$ cat src/rtl/usb_host_chirp_if.sv
`default_nettype none
// ============================================================================
// Module : usb_host_chirp_if
// Brief  : ULPI-side handshake, register and status bundle of the host chirp
//          sequencer. master = sequencer, slave = ULPI wrapper / top level.
// Rev    : 1.0  initial release
// ============================================================================
interface usb_host_chirp_if;
  logic       START;
  logic       READY;
  logic [7:0] RXCMD;
  logic       REG_EN;
  logic       REG_RW;
  logic [5:0] REG_ADDR;
  logic [7:0] REG_DATA_I;
  logic       REG_DONE;
  logic       REG_FAIL;
  logic [7:0] USB_DATA_IN;
  logic       USB_DATA_IN_START_END;
  logic       USB_DATA_IN_STRB;
  logic       USB_DATA_IN_FAIL;
  logic       BUSY;
  logic       HS_OK;
  logic       FS_FALLBACK;
  logic       ERR;
  logic [3:0] STATE;

  modport master (
    input  START, READY, RXCMD, REG_DONE, REG_FAIL,
           USB_DATA_IN_STRB, USB_DATA_IN_FAIL,
    output REG_EN, REG_RW, REG_ADDR, REG_DATA_I,
           USB_DATA_IN, USB_DATA_IN_START_END,
           BUSY, HS_OK, FS_FALLBACK, ERR, STATE
  );

  modport slave (
    output START, READY, RXCMD, REG_DONE, REG_FAIL,
           USB_DATA_IN_STRB, USB_DATA_IN_FAIL,
    input  REG_EN, REG_RW, REG_ADDR, REG_DATA_I,
           USB_DATA_IN, USB_DATA_IN_START_END,
           BUSY, HS_OK, FS_FALLBACK, ERR, STATE
  );
endinterface
`default_nettype wire

$ cat src/rtl/usb_host_chirp.sv
`default_nettype none
// ============================================================================
// Module : usb_host_chirp
// Brief  : Host-side USB 2.0 high-speed detection handshake over ULPI: chirp
//          OpMode write, device Chirp K qualification, host K-J train, HS
//          switch or full-speed fallback. Optional macro
//          USB_HOST_CHIRP_RETRY_EN adds one automatic retry on REG/TX failure.
// Rev    : 1.0  initial release
// ============================================================================
module usb_host_chirp #(
  parameter int unsigned CHIRP_K_DET_CYC   = 150,
  parameter int unsigned CHIRP_TIMEOUT_CYC = 420000,
  parameter int unsigned RESET_CYC         = 600000,
  parameter int unsigned KJ_CYC            = 3000,
  parameter int unsigned KJ_PAIRS_MIN      = 3
) (
  input  logic             CLK_60M,
  input  logic             NRST_A_USB,
  usb_host_chirp_if.master bus
);

  typedef enum logic [3:0] {
    ST_IDLE       = 4'd0,
    ST_WR_CHIRP   = 4'd1,
    ST_WAIT_WR1   = 4'd2,
    ST_WAIT_CHIRP = 4'd3,
    ST_WAIT_K_END = 4'd4,
    ST_TX_START   = 4'd5,
    ST_TX_K       = 4'd6,
    ST_TX_J       = 4'd7,
    ST_TX_END     = 4'd8,
    ST_WR_HS      = 4'd9,
    ST_WAIT_WR2   = 4'd10,
    ST_HS_DONE    = 4'd11,
    ST_FS_DONE    = 4'd12,
    ST_FAIL       = 4'd13
  } state_e;

  localparam logic [5:0]  FUNC_CTRL_ADDR = 6'h04;
  localparam logic [7:0]  FC_CHIRP       = 8'h50;
  localparam logic [7:0]  FC_HS          = 8'h40;
  localparam logic [7:0]  K_BYTE         = 8'h00;
  localparam logic [7:0]  J_BYTE         = 8'hFF;
  localparam logic [1:0]  LS_K           = 2'b10;
  localparam logic [31:0] CNT_MAX        = 32'hFFFF_FFFF;
  localparam logic [7:0]  PAIRS_MAX      = 8'hFF;

  state_e      state_q, state_d;
  logic [31:0] t_q, t_d;
  logic [31:0] kcnt_q, kcnt_d;
  logic [31:0] c_q, c_d;
  logic [7:0]  pairs_q, pairs_d;

  logic        reg_en_q, reg_en_d;
  logic        reg_rw_q, reg_rw_d;
  logic [5:0]  reg_addr_q, reg_addr_d;
  logic [7:0]  reg_data_q, reg_data_d;
  logic [7:0]  tx_data_q, tx_data_d;
  logic        start_end_q, start_end_d;
  logic        busy_q, busy_d;
  logic        hs_ok_q, hs_ok_d;
  logic        fs_q, fs_d;
  logic        err_q, err_d;

`ifdef USB_HOST_CHIRP_RETRY_EN
  logic        retry_q, retry_d;
`endif

  logic        line_k;
  logic        fail_req;
  logic        pair_min_met;
  logic [31:0] t_inc;
  logic [31:0] kcnt_inc;
  logic [31:0] c_inc;
  logic [7:0]  pairs_inc;

  assign line_k    = (bus.RXCMD[1:0] == LS_K);
  assign t_inc     = (t_q == CNT_MAX) ? t_q : t_q + 32'd1;
  assign kcnt_inc  = (kcnt_q == CNT_MAX) ? kcnt_q : kcnt_q + 32'd1;
  assign c_inc     = (c_q == CNT_MAX) ? c_q : c_q + 32'd1;
  assign pairs_inc = (pairs_q == PAIRS_MAX) ? pairs_q : pairs_q + 8'd1;
  // Pair count including the J chirp that is finishing this cycle.
  assign pair_min_met = ({24'd0, pairs_q} + 32'd1) >= KJ_PAIRS_MIN;

  // Next-state and counter update.
  always_comb begin
    state_d  = state_q;
    t_d      = t_q;
    kcnt_d   = kcnt_q;
    c_d      = c_q;
    pairs_d  = pairs_q;
    fail_req = 1'b0;
`ifdef USB_HOST_CHIRP_RETRY_EN
    retry_d  = retry_q;
`endif
    case (state_q)
      ST_IDLE, ST_HS_DONE, ST_FS_DONE, ST_FAIL: begin
        if (bus.START && bus.READY) begin
          state_d = ST_WR_CHIRP;
`ifdef USB_HOST_CHIRP_RETRY_EN
          retry_d = 1'b0;
`endif
        end
      end
      ST_WR_CHIRP: state_d = ST_WAIT_WR1;
      ST_WAIT_WR1: begin
        if (bus.REG_DONE) begin
          state_d = ST_WAIT_CHIRP;
          t_d     = 32'd0;
          kcnt_d  = 32'd0;
        end else if (bus.REG_FAIL) begin
          fail_req = 1'b1;
        end
      end
      ST_WAIT_CHIRP: begin
        t_d    = t_inc;
        kcnt_d = line_k ? kcnt_inc : 32'd0;
        // A qualifying K on the timeout cycle still wins.
        if (line_k && (kcnt_q == CHIRP_K_DET_CYC - 1)) begin
          state_d = ST_WAIT_K_END;
        end else if (t_q >= CHIRP_TIMEOUT_CYC) begin
          state_d = ST_FS_DONE;
        end
      end
      ST_WAIT_K_END: begin
        t_d = t_inc;
        if (!line_k) begin
          state_d = ST_TX_START;
        end else if (t_q >= RESET_CYC) begin
          state_d = ST_FAIL;
        end
      end
      ST_TX_START: begin
        t_d     = t_inc;
        c_d     = 32'd0;
        pairs_d = 8'd0;
        if (bus.USB_DATA_IN_FAIL) begin
          fail_req = 1'b1;
        end else begin
          state_d = ST_TX_K;
        end
      end
      ST_TX_K: begin
        t_d = t_inc;
        if (bus.USB_DATA_IN_FAIL) begin
          fail_req = 1'b1;
        end else if (c_q == KJ_CYC - 1) begin
          state_d = ST_TX_J;
          c_d     = 32'd0;
        end else begin
          c_d = c_inc;
        end
      end
      ST_TX_J: begin
        t_d = t_inc;
        if (bus.USB_DATA_IN_FAIL) begin
          fail_req = 1'b1;
        end else if (c_q == KJ_CYC - 1) begin
          c_d     = 32'd0;
          pairs_d = pairs_inc;
          state_d = (pair_min_met && (t_q >= RESET_CYC)) ? ST_TX_END : ST_TX_K;
        end else begin
          c_d = c_inc;
        end
      end
      ST_TX_END:   state_d = ST_WR_HS;
      ST_WR_HS:    state_d = ST_WAIT_WR2;
      ST_WAIT_WR2: begin
        if (bus.REG_DONE) begin
          state_d = ST_HS_DONE;
        end else if (bus.REG_FAIL) begin
          fail_req = 1'b1;
        end
      end
      default:     state_d = ST_IDLE;
    endcase

    if (fail_req) begin
`ifdef USB_HOST_CHIRP_RETRY_EN
      if (!retry_q) begin
        retry_d = 1'b1;
        state_d = ST_WR_CHIRP;
      end else begin
        state_d = ST_FAIL;
      end
`else
      state_d = ST_FAIL;
`endif
    end
  end

  // Moore output decode of the next state, registered alongside it.
  always_comb begin
    reg_en_d    = 1'b0;
    reg_rw_d    = 1'b0;
    reg_addr_d  = 6'd0;
    reg_data_d  = 8'd0;
    tx_data_d   = K_BYTE;
    start_end_d = 1'b0;
    busy_d      = 1'b0;
    hs_ok_d     = 1'b0;
    fs_d        = 1'b0;
    err_d       = 1'b0;
    case (state_d)
      ST_WR_CHIRP: begin
        reg_en_d   = 1'b1;
        reg_rw_d   = 1'b1;
        reg_addr_d = FUNC_CTRL_ADDR;
        reg_data_d = FC_CHIRP;
        busy_d     = 1'b1;
      end
      ST_WR_HS: begin
        reg_en_d   = 1'b1;
        reg_rw_d   = 1'b1;
        reg_addr_d = FUNC_CTRL_ADDR;
        reg_data_d = FC_HS;
        busy_d     = 1'b1;
      end
      ST_TX_START, ST_TX_END: begin
        start_end_d = 1'b1;
        busy_d      = 1'b1;
      end
      ST_TX_J: begin
        tx_data_d = J_BYTE;
        busy_d    = 1'b1;
      end
      ST_WAIT_WR1, ST_WAIT_CHIRP, ST_WAIT_K_END, ST_TX_K, ST_WAIT_WR2: begin
        busy_d = 1'b1;
      end
      ST_HS_DONE: hs_ok_d = 1'b1;
      ST_FS_DONE: fs_d    = 1'b1;
      ST_FAIL:    err_d   = 1'b1;
      default: ;
    endcase
  end

  always_ff @(posedge CLK_60M or negedge NRST_A_USB) begin
    if (!NRST_A_USB) begin
      state_q     <= ST_IDLE;
      t_q         <= 32'd0;
      kcnt_q      <= 32'd0;
      c_q         <= 32'd0;
      pairs_q     <= 8'd0;
      reg_en_q    <= 1'b0;
      reg_rw_q    <= 1'b0;
      reg_addr_q  <= 6'd0;
      reg_data_q  <= 8'd0;
      tx_data_q   <= 8'd0;
      start_end_q <= 1'b0;
      busy_q      <= 1'b0;
      hs_ok_q     <= 1'b0;
      fs_q        <= 1'b0;
      err_q       <= 1'b0;
`ifdef USB_HOST_CHIRP_RETRY_EN
      retry_q     <= 1'b0;
`endif
    end else begin
      state_q     <= state_d;
      t_q         <= t_d;
      kcnt_q      <= kcnt_d;
      c_q         <= c_d;
      pairs_q     <= pairs_d;
      reg_en_q    <= reg_en_d;
      reg_rw_q    <= reg_rw_d;
      reg_addr_q  <= reg_addr_d;
      reg_data_q  <= reg_data_d;
      tx_data_q   <= tx_data_d;
      start_end_q <= start_end_d;
      busy_q      <= busy_d;
      hs_ok_q     <= hs_ok_d;
      fs_q        <= fs_d;
      err_q       <= err_d;
`ifdef USB_HOST_CHIRP_RETRY_EN
      retry_q     <= retry_d;
`endif
    end
  end

  assign bus.REG_EN                = reg_en_q;
  assign bus.REG_RW                = reg_rw_q;
  assign bus.REG_ADDR              = reg_addr_q;
  assign bus.REG_DATA_I            = reg_data_q;
  assign bus.USB_DATA_IN           = tx_data_q;
  assign bus.USB_DATA_IN_START_END = start_end_q;
  assign bus.BUSY                  = busy_q;
  assign bus.HS_OK                 = hs_ok_q;
  assign bus.FS_FALLBACK           = fs_q;
  assign bus.ERR                   = err_q;
  assign bus.STATE                 = state_q;

endmodule
`default_nettype wire

$ cat src/flat_wrapper.sv
// flat-port wrapper written by rule: the top's interface ports become plain ports
module usb_host_chirp_flat 
#(
  parameter int unsigned CHIRP_K_DET_CYC   = 150,
  parameter int unsigned CHIRP_TIMEOUT_CYC = 420000,
  parameter int unsigned RESET_CYC         = 600000,
  parameter int unsigned KJ_CYC            = 3000,
  parameter int unsigned KJ_PAIRS_MIN      = 3
)
  (CLK_60M, NRST_A_USB, bus_START, bus_READY, bus_RXCMD, bus_REG_DONE, bus_REG_FAIL, bus_USB_DATA_IN_STRB, bus_USB_DATA_IN_FAIL, bus_REG_EN, bus_REG_RW, bus_REG_ADDR, bus_REG_DATA_I, bus_USB_DATA_IN, bus_USB_DATA_IN_START_END, bus_BUSY, bus_HS_OK, bus_FS_FALLBACK, bus_ERR, bus_STATE);
  usb_host_chirp_if bus_i ();
  input  logic CLK_60M;
  input  logic NRST_A_USB;
  input wire logic [$bits(bus_i.START)-1:0] bus_START;
  input wire logic [$bits(bus_i.READY)-1:0] bus_READY;
  input wire logic [$bits(bus_i.RXCMD)-1:0] bus_RXCMD;
  input wire logic [$bits(bus_i.REG_DONE)-1:0] bus_REG_DONE;
  input wire logic [$bits(bus_i.REG_FAIL)-1:0] bus_REG_FAIL;
  input wire logic [$bits(bus_i.USB_DATA_IN_STRB)-1:0] bus_USB_DATA_IN_STRB;
  input wire logic [$bits(bus_i.USB_DATA_IN_FAIL)-1:0] bus_USB_DATA_IN_FAIL;
  output wire logic [$bits(bus_i.REG_EN)-1:0] bus_REG_EN;
  output wire logic [$bits(bus_i.REG_RW)-1:0] bus_REG_RW;
  output wire logic [$bits(bus_i.REG_ADDR)-1:0] bus_REG_ADDR;
  output wire logic [$bits(bus_i.REG_DATA_I)-1:0] bus_REG_DATA_I;
  output wire logic [$bits(bus_i.USB_DATA_IN)-1:0] bus_USB_DATA_IN;
  output wire logic [$bits(bus_i.USB_DATA_IN_START_END)-1:0] bus_USB_DATA_IN_START_END;
  output wire logic [$bits(bus_i.BUSY)-1:0] bus_BUSY;
  output wire logic [$bits(bus_i.HS_OK)-1:0] bus_HS_OK;
  output wire logic [$bits(bus_i.FS_FALLBACK)-1:0] bus_FS_FALLBACK;
  output wire logic [$bits(bus_i.ERR)-1:0] bus_ERR;
  output wire logic [$bits(bus_i.STATE)-1:0] bus_STATE;
  assign bus_i.START = bus_START;
  assign bus_i.READY = bus_READY;
  assign bus_i.RXCMD = bus_RXCMD;
  assign bus_i.REG_DONE = bus_REG_DONE;
  assign bus_i.REG_FAIL = bus_REG_FAIL;
  assign bus_i.USB_DATA_IN_STRB = bus_USB_DATA_IN_STRB;
  assign bus_i.USB_DATA_IN_FAIL = bus_USB_DATA_IN_FAIL;
  assign bus_REG_EN = bus_i.REG_EN;
  assign bus_REG_RW = bus_i.REG_RW;
  assign bus_REG_ADDR = bus_i.REG_ADDR;
  assign bus_REG_DATA_I = bus_i.REG_DATA_I;
  assign bus_USB_DATA_IN = bus_i.USB_DATA_IN;
  assign bus_USB_DATA_IN_START_END = bus_i.USB_DATA_IN_START_END;
  assign bus_BUSY = bus_i.BUSY;
  assign bus_HS_OK = bus_i.HS_OK;
  assign bus_FS_FALLBACK = bus_i.FS_FALLBACK;
  assign bus_ERR = bus_i.ERR;
  assign bus_STATE = bus_i.STATE;
  usb_host_chirp #(.CHIRP_K_DET_CYC(CHIRP_K_DET_CYC), .CHIRP_TIMEOUT_CYC(CHIRP_TIMEOUT_CYC), .RESET_CYC(RESET_CYC), .KJ_CYC(KJ_CYC), .KJ_PAIRS_MIN(KJ_PAIRS_MIN)) u_core (.CLK_60M(CLK_60M), .NRST_A_USB(NRST_A_USB), .bus(bus_i));
endmodule
$ cat config.mk
export PLATFORM = sky130hd
export DESIGN_NAME = usb_host_chirp_flat
export DESIGN_NICKNAME = d
export VERILOG_FILES = /design/src/rtl/usb_host_chirp_if.sv /design/src/rtl/usb_host_chirp.sv /design/src/flat_wrapper.sv
export SDC_FILE = /design/constraint.sdc
export NUM_CORES = 1
export LEC_CHECK = 0
export CAP_MARGIN = 20
export CELL_PAD_IN_SITES_DETAIL_PLACEMENT = 1
export CELL_PAD_IN_SITES_GLOBAL_PLACEMENT = 2
export CORE_ASPECT_RATIO = 1.75
export CORE_UTILIZATION = 37
export CTS_CLUSTER_DIAMETER = 200
export CTS_CLUSTER_SIZE = 14
export DETAILED_ROUTE_END_ITERATION = 6
export HOLD_SLACK_MARGIN = 0.06
export PLACE_DENSITY_LB_ADDON = 0.08
export REMOVE_ABC_BUFFERS = 1
export SYNTH_ARGS = -nofsm -noshare
export SYNTH_HDL_FRONTEND = slang
export SYNTH_SLANG_ARGS = --single-unit
$ cat constraint.sdc
create_clock -name CLK_60M -period 3.5 [get_ports CLK_60M]
set_input_delay 0.35 -clock CLK_60M [delete_from_list [all_inputs] [get_ports CLK_60M]]
set_output_delay 0.35 -clock CLK_60M [all_outputs]
set_load 0.02 [all_outputs]
After elaboration in Yosys (flattened, before gate mapping). Index checks and enable logic that the tools add are counted. Widths: inputs -> output; s select.

Register bits after elaboration: 132. Bits in latches: 0. Memory bits (writable): 0. ROM bits: 0. Input bits: 16. Output and inout port bits: 33. Word-level logic and storage cells: 125. Memories kept: 0.

Add/sub/neg operators: 5. Multipliers: 0. Divide/modulo/power cells: 0. Magnitude comparators: 3. Equality and inequality tests: 41. Shift operators: 0. Multiplexer cells: 42. Bitwise gates (word level): 0. Reductions and logical operators: 20.

Operators by type and width (count): $mux 32 (7); $pmux 32 s2 (3); $add 32x1->32 const B (3); $eq 32x32->1 const B (3); $mux 4 (14); $eq 4x4->1 const B (12); $pmux 4 s11 (1); $eq 32x12->1 const B (1); $eq 32x8->1 const B (1); $eq 4x3->1 const B (8); $ge 32x19->1 const B (1); $ge 32x2->1 const B (1); $ge 32x20->1 const B (1); $mux 8 (4); $eq 4x2->1 const B (4); $pmux 8 s2 (1); $pmux 7 s2 (1); $ne 2x2->1 const B (5); $reduce_or 10->1 (1); $add 8x1->9 const B (1); $mux 1 (9); $reduce_and 3->1 (3); $add 8x1->8 const B (1); $eq 4x1->1 const B (2); 14 further kinds (23).

Depth between registers and ports, before layout.
Word-level depth: 11. Depth in mapped cells: 10. Mapped depth without buffers: 9.

Worst setup path after synthesis. OpenSTA, ideal clock, no wires.

Kind: reg2reg. Start point: reg u_core.c_q[27]. End point: reg u_core.start_end_q (netlist: u_core.bus.USB_DATA_IN_START_END). Library setup time: 76 ps. Data arrival time: 2551 ps. Required time: 3424 ps. Setup slack: 872 ps. Stages on the path, launching flop included: 9. Buffers on the path: 1. Clock period less this slack: 2628 ps. Cells stage by stage: dfrtp_1 buf_6 or4_4 nor4_4 or4b_4 xor2_1 o211a_1 a22o_4 o21bai_2.

Cells in the longest elaborated chain, start to end: 8. Elaborated cells on any way between the ends: 11. Classes of those cells: 3 x eq/ne; 7 x mux; 1 x reduce/logical.

Ends and longest elaborated chain: start: declaration (line usb_host_chirp.sv:51) `logic [31:0] c_q, c_d;`; start signal: assignment (line usb_host_chirp.sv:242) `c_q <= 32'd0;`; start signal: assignment (line usb_host_chirp.sv:261) `c_q <= c_d;`; $eq 32x12->1 (*) (line usb_host_chirp.sv:147, usb_host_chirp.sv:158); $mux 4 (on tied branches) (line usb_host_chirp.sv:158, usb_host_chirp.sv:147); $mux 4 (on tied branches) (line usb_host_chirp.sv:156, usb_host_chirp.sv:145); $pmux 4 s11 (*) (line usb_host_chirp.sv:96) `case (state_q)`; $mux 4 (*) (line usb_host_chirp.sv:178) `if (fail_req) begin`; $eq 4x3->1 / $eq 4x4->1 (equally long branches) (line usb_host_chirp.sv:204) `case (state_d)`; $reduce_or 2->1 (*) (line usb_host_chirp.sv:204); $mux 1 (*) (line usb_host_chirp.sv:204); named net u_core.start_end_d (line usb_host_chirp.sv:59) `logic start_end_q, start_end_d;`; end signal: assignment (line usb_host_chirp.sv:268) `start_end_q <= start_end_d;`; end: declaration (line usb_host_chirp.sv:59).

The timed path passes the listed nets; every way through them passes the cells marked *. A chain may end at the register's enable or synchronous reset.

Worst setup path after layout.
Start point: reg u_core.t_q[22]. End point: reg u_core.busy_q (netlist: u_core.bus.BUSY).

Cells in the longest elaborated chain, start to end: 10. Elaborated cells on any way between the ends: 24. Classes of those cells: 2 x order compare; 10 x eq/ne; 10 x mux; 2 x reduce/logical.

Ends and longest elaborated chain: start: declaration (line usb_host_chirp.sv:49) `logic [31:0] t_q, t_d;`; start signal: assignment (line usb_host_chirp.sv:259) `t_q <= t_d;`; $ge 32x20->1 (line usb_host_chirp.sv:129, usb_host_chirp.sv:161); $logic_and 1x1->1 (line usb_host_chirp.sv:161) `state_d = (pair_min_met && (t_q >= RESET_CYC)) ? ST_TX_END : ST_TX_K;`; $mux 4 (line usb_host_chirp.sv:161); $mux 4 (line usb_host_chirp.sv:158) `end else if (c_q == KJ_CYC - 1) begin`; $mux 4 (line usb_host_chirp.sv:156) `if (bus.USB_DATA_IN_FAIL) begin`; $pmux 4 s11 (*) (line usb_host_chirp.sv:96); $mux 4 (*) (line usb_host_chirp.sv:178); $eq 4x1->1 (tied with other cells) (line usb_host_chirp.sv:204); $reduce_or 10->1 (no source line) (*); $mux 1 (*) (line usb_host_chirp.sv:204); named net u_core.busy_d (line usb_host_chirp.sv:60) `logic busy_q, busy_d;`; end signal: assignment (line usb_host_chirp.sv:269) `busy_q <= busy_d;`; end: declaration (line usb_host_chirp.sv:60).

Marks and branches as above.

==> impl_table.tex <==
\begin{tabular}{lr}
\hline
Metric & Value \\
\hline
\multicolumn{2}{l}{\textbf{Clocking}} \\
Total CTS buffers & 17 \\
Maximum buffer depth of the clock tree & 2 \\
Worst-path clk slew & 0.06 ns \\
CTS tree & done \\
Worst-Skew Late Latency & 0.42 ns \\
Number of resized instances in the post-cts repair step & 0 \\
\# hold bufs at CTS & 0 \\
Cell at the root of the clock tree & clkbuf\_16 \\
Sinks on the clock net & 116 \\
Number of setup buffers added after CTS & 0 \\
Number of levels the H-tree was split into & 4 \\
\multicolumn{2}{l}{\textbf{Floorplan}} \\
Die span in y & 185.5 um \\
Initial core utilization & 37.99\% \\
Die Wd & 106.9 um \\
Std-Cell Rows & 66 \\
Num ports & 49 \\
Core Footprint & 18750 sq um \\
Die footprint & 19830 sq um \\
\multicolumn{2}{l}{\textbf{Drt}} \\
Detailed Routing Iterations Pass 1 & 4 \\
Detail-routed via count per cell & 5.801 \\
DRT antenna net count & 0 \\
Routed metal-1 wirelength & 8748 um \\
Length of routed met3 wiring & 405 um \\
Highest layer used for signal routing & met4 \\
Aggregate routed wire length & 20570 um \\
DR WL met2 & 10950 um \\
Number of DRC markers after the initial detailed-route iteration & 313 \\
Detail-routed net length per standard cell & 18.65 um \\
Post-route DRC & 0 \\
Number of vias in the routed layout & 6398 \\
\multicolumn{2}{l}{\textbf{Flow run}} \\
Max-capacitance violation count & 0 \\
\multicolumn{2}{l}{\textbf{Pwr}} \\
Leak & 3.262 nW \\
Final total power & 5.171 mW \\
Peak supply drop & 0.3524 mV \\
Power density normalized to cell area & 634.6 nW/um\^{}2 \\
\multicolumn{2}{l}{\textbf{Worst setup path}} \\
Type of the setup path with the least slack & register to register \\
Nature of the critical path startpoint & register \\
Kind of capture point of the worst setup path & register \\
Worst-path maximum fanout & 5 \\
Critical path arrival & 3.40 ns \\
Critical Path RT & 3.82 ns \\
Internal reg-to-reg setup slack & 0.42 ns \\
\multicolumn{2}{l}{\textbf{STA}} \\
Final min period & 3.076 ns \\
Final setup vio count & 0 \\
Transition time at the pin with the least slew margin & 0.9902 ns \\
Final Hold Vio Count & 0 \\
Final TNS setup & 0 ns \\
Period utilisation layout & 87.88\% \\
Worst Setup Slack, final & 0.4240 ns \\
Setup repair after global routing missed its margin & no \\
Maximum operating frequency & 325.1 MHz \\
Final max-slew violation count & 0 \\
Worst clock skew & 0.007051 ns \\
Relative max-transition margin & 33.74\% \\
\multicolumn{2}{l}{\textbf{Final layout}} \\
\# fillers & 2215 \\
Post-route design area & 8149 sq um \\
Nets & 877 \\
Area growth, synth to finish & 14.42\% \\
Proportion of layout cells with a drive suffix above 1 & 9.133\% \\
ANT cells & 0 \\
Area used by sequential logic in the layout & 2903 sq um \\
Non-filler instance count after layout & 1103 \\
Area of combinational cells with multiple inputs & 3852 sq um \\
\multicolumn{2}{l}{\textbf{Synthesis}} \\
Share of flip-flops with an asynchronous set or reset after synthesis & 100.0\% \\
Commonest cells in the netlist & dfrtp\_1 (116), nor2\_1 (96), o21ai\_0 (94) \\
Area share of the leading cell type in the synthesized netlist & 40.76\% \\
Library cell with the largest summed area after synthesis & dfrtp\_1 \\
Post-synth EDFFs & 0 \\
Number of distinct library cells after synthesis & 74 \\
Gate count of the mapped netlist & 830 \\
YS warnings & 0 \\
Sequential cell area fraction in the yosys report & 40.76\% \\
Cells taking the most area after synthesis & dfrtp\_1 (41\%), o21ai\_0 (6.6\%), nor2\_1 (5.1\%), nand2\_1 (3.5\%), nand3\_1 (3.2\%) \\
Post-synthesis instance area & 7122 sq um \\
Synthesized area per cell & 8.581 sq um \\
Dominant synthesized flop cell & dfrtp\_1 \\
Number of storage elements in the synthesis netlist & 116 \\
Dominant cell by count in the synthesized netlist & dfrtp\_1 \\
\multicolumn{2}{l}{\textbf{Placed design}} \\
Final Wtd Congestion & 0.8407 \\
Port Buf Inserts & 30 \\
Placed insts & 1073 \\
Placed Instance Area & 7600 sq um \\
HPWL reported at the end of detailed placement & 14670 um \\
Post-placement setup slack & 0.4818 ns \\
\multicolumn{2}{l}{\textbf{Global route}} \\
Final global-route overflow total & 0 \\
Number of global-route vias before repair & 6873 \\
Number of antenna violations at the first check in global routing & 0 \\
Wire length of the first global-routing pass & 34800 um \\
Overall fraction of global-route tracks in use & 22.41\% \\
Pin count of the biggest net entering global routing & 65 \\
\multicolumn{2}{l}{\textbf{Worst hold path}} \\
Worst Hold Class & input pin to async pin \\
\multicolumn{2}{l}{\textbf{Run status}} \\
Result of the run & complete, no violations \\
\hline
\end{tabular}
[worst max-delay path, cell delays in order, from the launching register on]
cell      delay, ns
dfrtp_1        0.43
nor4_1         0.35
nand3_1        0.25
or3_2          0.53
o41ai_1        0.63
o211ai_1       0.30
a21o_1         0.25
a311oi_2       0.24
[kinds of logic (layout without fill, tap and decap cells)]
| logic type | count (synthesis) | count (layout) | share of synthesized area (%) |
|---|---|---|---|
| flip-flops | 116 | 116 | 40.76 |
| XOR/XNOR | 43 | 43 | 5.288 |
| other | 1 | 11 | 0.05266 |
| adder cells (fa/ha/maj) | 7 | 7 | 1.230 |
| AND/OR/NAND/NOR | 390 | 390 | 29.06 |
| multiplexers | 4 | 4 | 0.5973 |
| buffers and inverters | 76 | 101 | 5.798 |
| AO/OA/AOI/OAI | 193 | 193 | 17.22 |
[state kept, by name (all words and copies together) (netlist names)]
register and count:
u_core.c_q 32, u_core.kcnt_q 32, u_core.t_q 32, u_core.pairs_q 8
u_core.bus.STATE 4, u_core.bus.BUSY 1, u_core.bus.ERR 1, u_core.bus.FS_FALLBACK 1
u_core.bus.HS_OK 1, u_core.bus.REG_ADDR 1, u_core.bus.REG_DATA_I 1, u_core.bus.USB_DATA_IN 1
u_core.bus.USB_DATA_IN_START_END 1
[cells in the final DEF, fill, tap and decap left out, types with 9 or more instances in the layout]
master	netlist	routed
clkdlybuf4s50_1	0	29
xnor2_1	23	23
clkbuf_16	0	17
or3_1	9	9
o31ai_1	13	13
nor3_1	28	27
dfrtp_1	116	116
and3_1	21	21
nand2_1	67	67
nor2b_1	9	9
nand4_1	35	35
nor4_1	19	19
buf_4	22	22
xor2_1	20	20
nor2_1	96	96
o21ai_0	94	93
inv_1	19	19
a21oi_1	25	25
a31oi_1	15	15
nand3_1	46	46
conb_1	1	11
[per-layer routing]
| layer | global-route usage [%] | up-vias |
|---|---|---|
| met5 | 0 | - |
| met4 | 9.534 | 0 |
| met3 | 4.062 | 31 |
| met2 | 40.62 | 70 |
| met1 | 25.48 | 3232 |
| li1 | - | 3065 |
[final cells by class]
| cell class | instances | share of cell area (%) |
|---|---|---|
| clock inverters | 4 | 0.2457 |
| repair buffers | 52 | 5.834 |
| multi-input cells | 648 | 47.27 |
| inverters | 19 | 0.8752 |
| well taps | 238 | 3.654 |
| flip-flops and latches | 116 | 35.62 |
| clock buffers | 26 | 6.495 |
[worst paths after layout]
kind                                   startpoint           endpoint  depth (start not counted)
worst max-delay path               u_core.t_q[22]    u_core.bus.BUSY                          7
worst min-delay path                   NRST_A_USB  u_core.pairs_q[0]                          1
worst max register to register     u_core.t_q[22]    u_core.bus.BUSY                          7
worst min register to register  u_core.pairs_q[7]  u_core.pairs_q[7]                          1
max in group asynchronous              NRST_A_USB  u_core.kcnt_q[17]                          2
min in group CLK_60M            u_core.pairs_q[7]  u_core.pairs_q[7]                          1
[where the power goes]
group	switching, mW	total [mW]	internal, mW	leakage [nW]
sequential	0.240	1.77	1.53	1.58
clock	0.606	1.63	1.02	0.278
combinational	1.10	1.77	0.671	1.41
[metrics by stage]
| step | hold slack [ns] | utilization, % |
|---|---|---|
| after global placement | 0.4875 | 40.54 |
| final | 0.01761 | 43.47 |
| after global routing | 0.09671 | 43.47 |
| after floorplan | 0.05441 | - |
| after CTS | 0.06896 | 43.47 |
| after detailed placement | 0.5211 | 40.54 |
(Power assumes the default switching activity.)
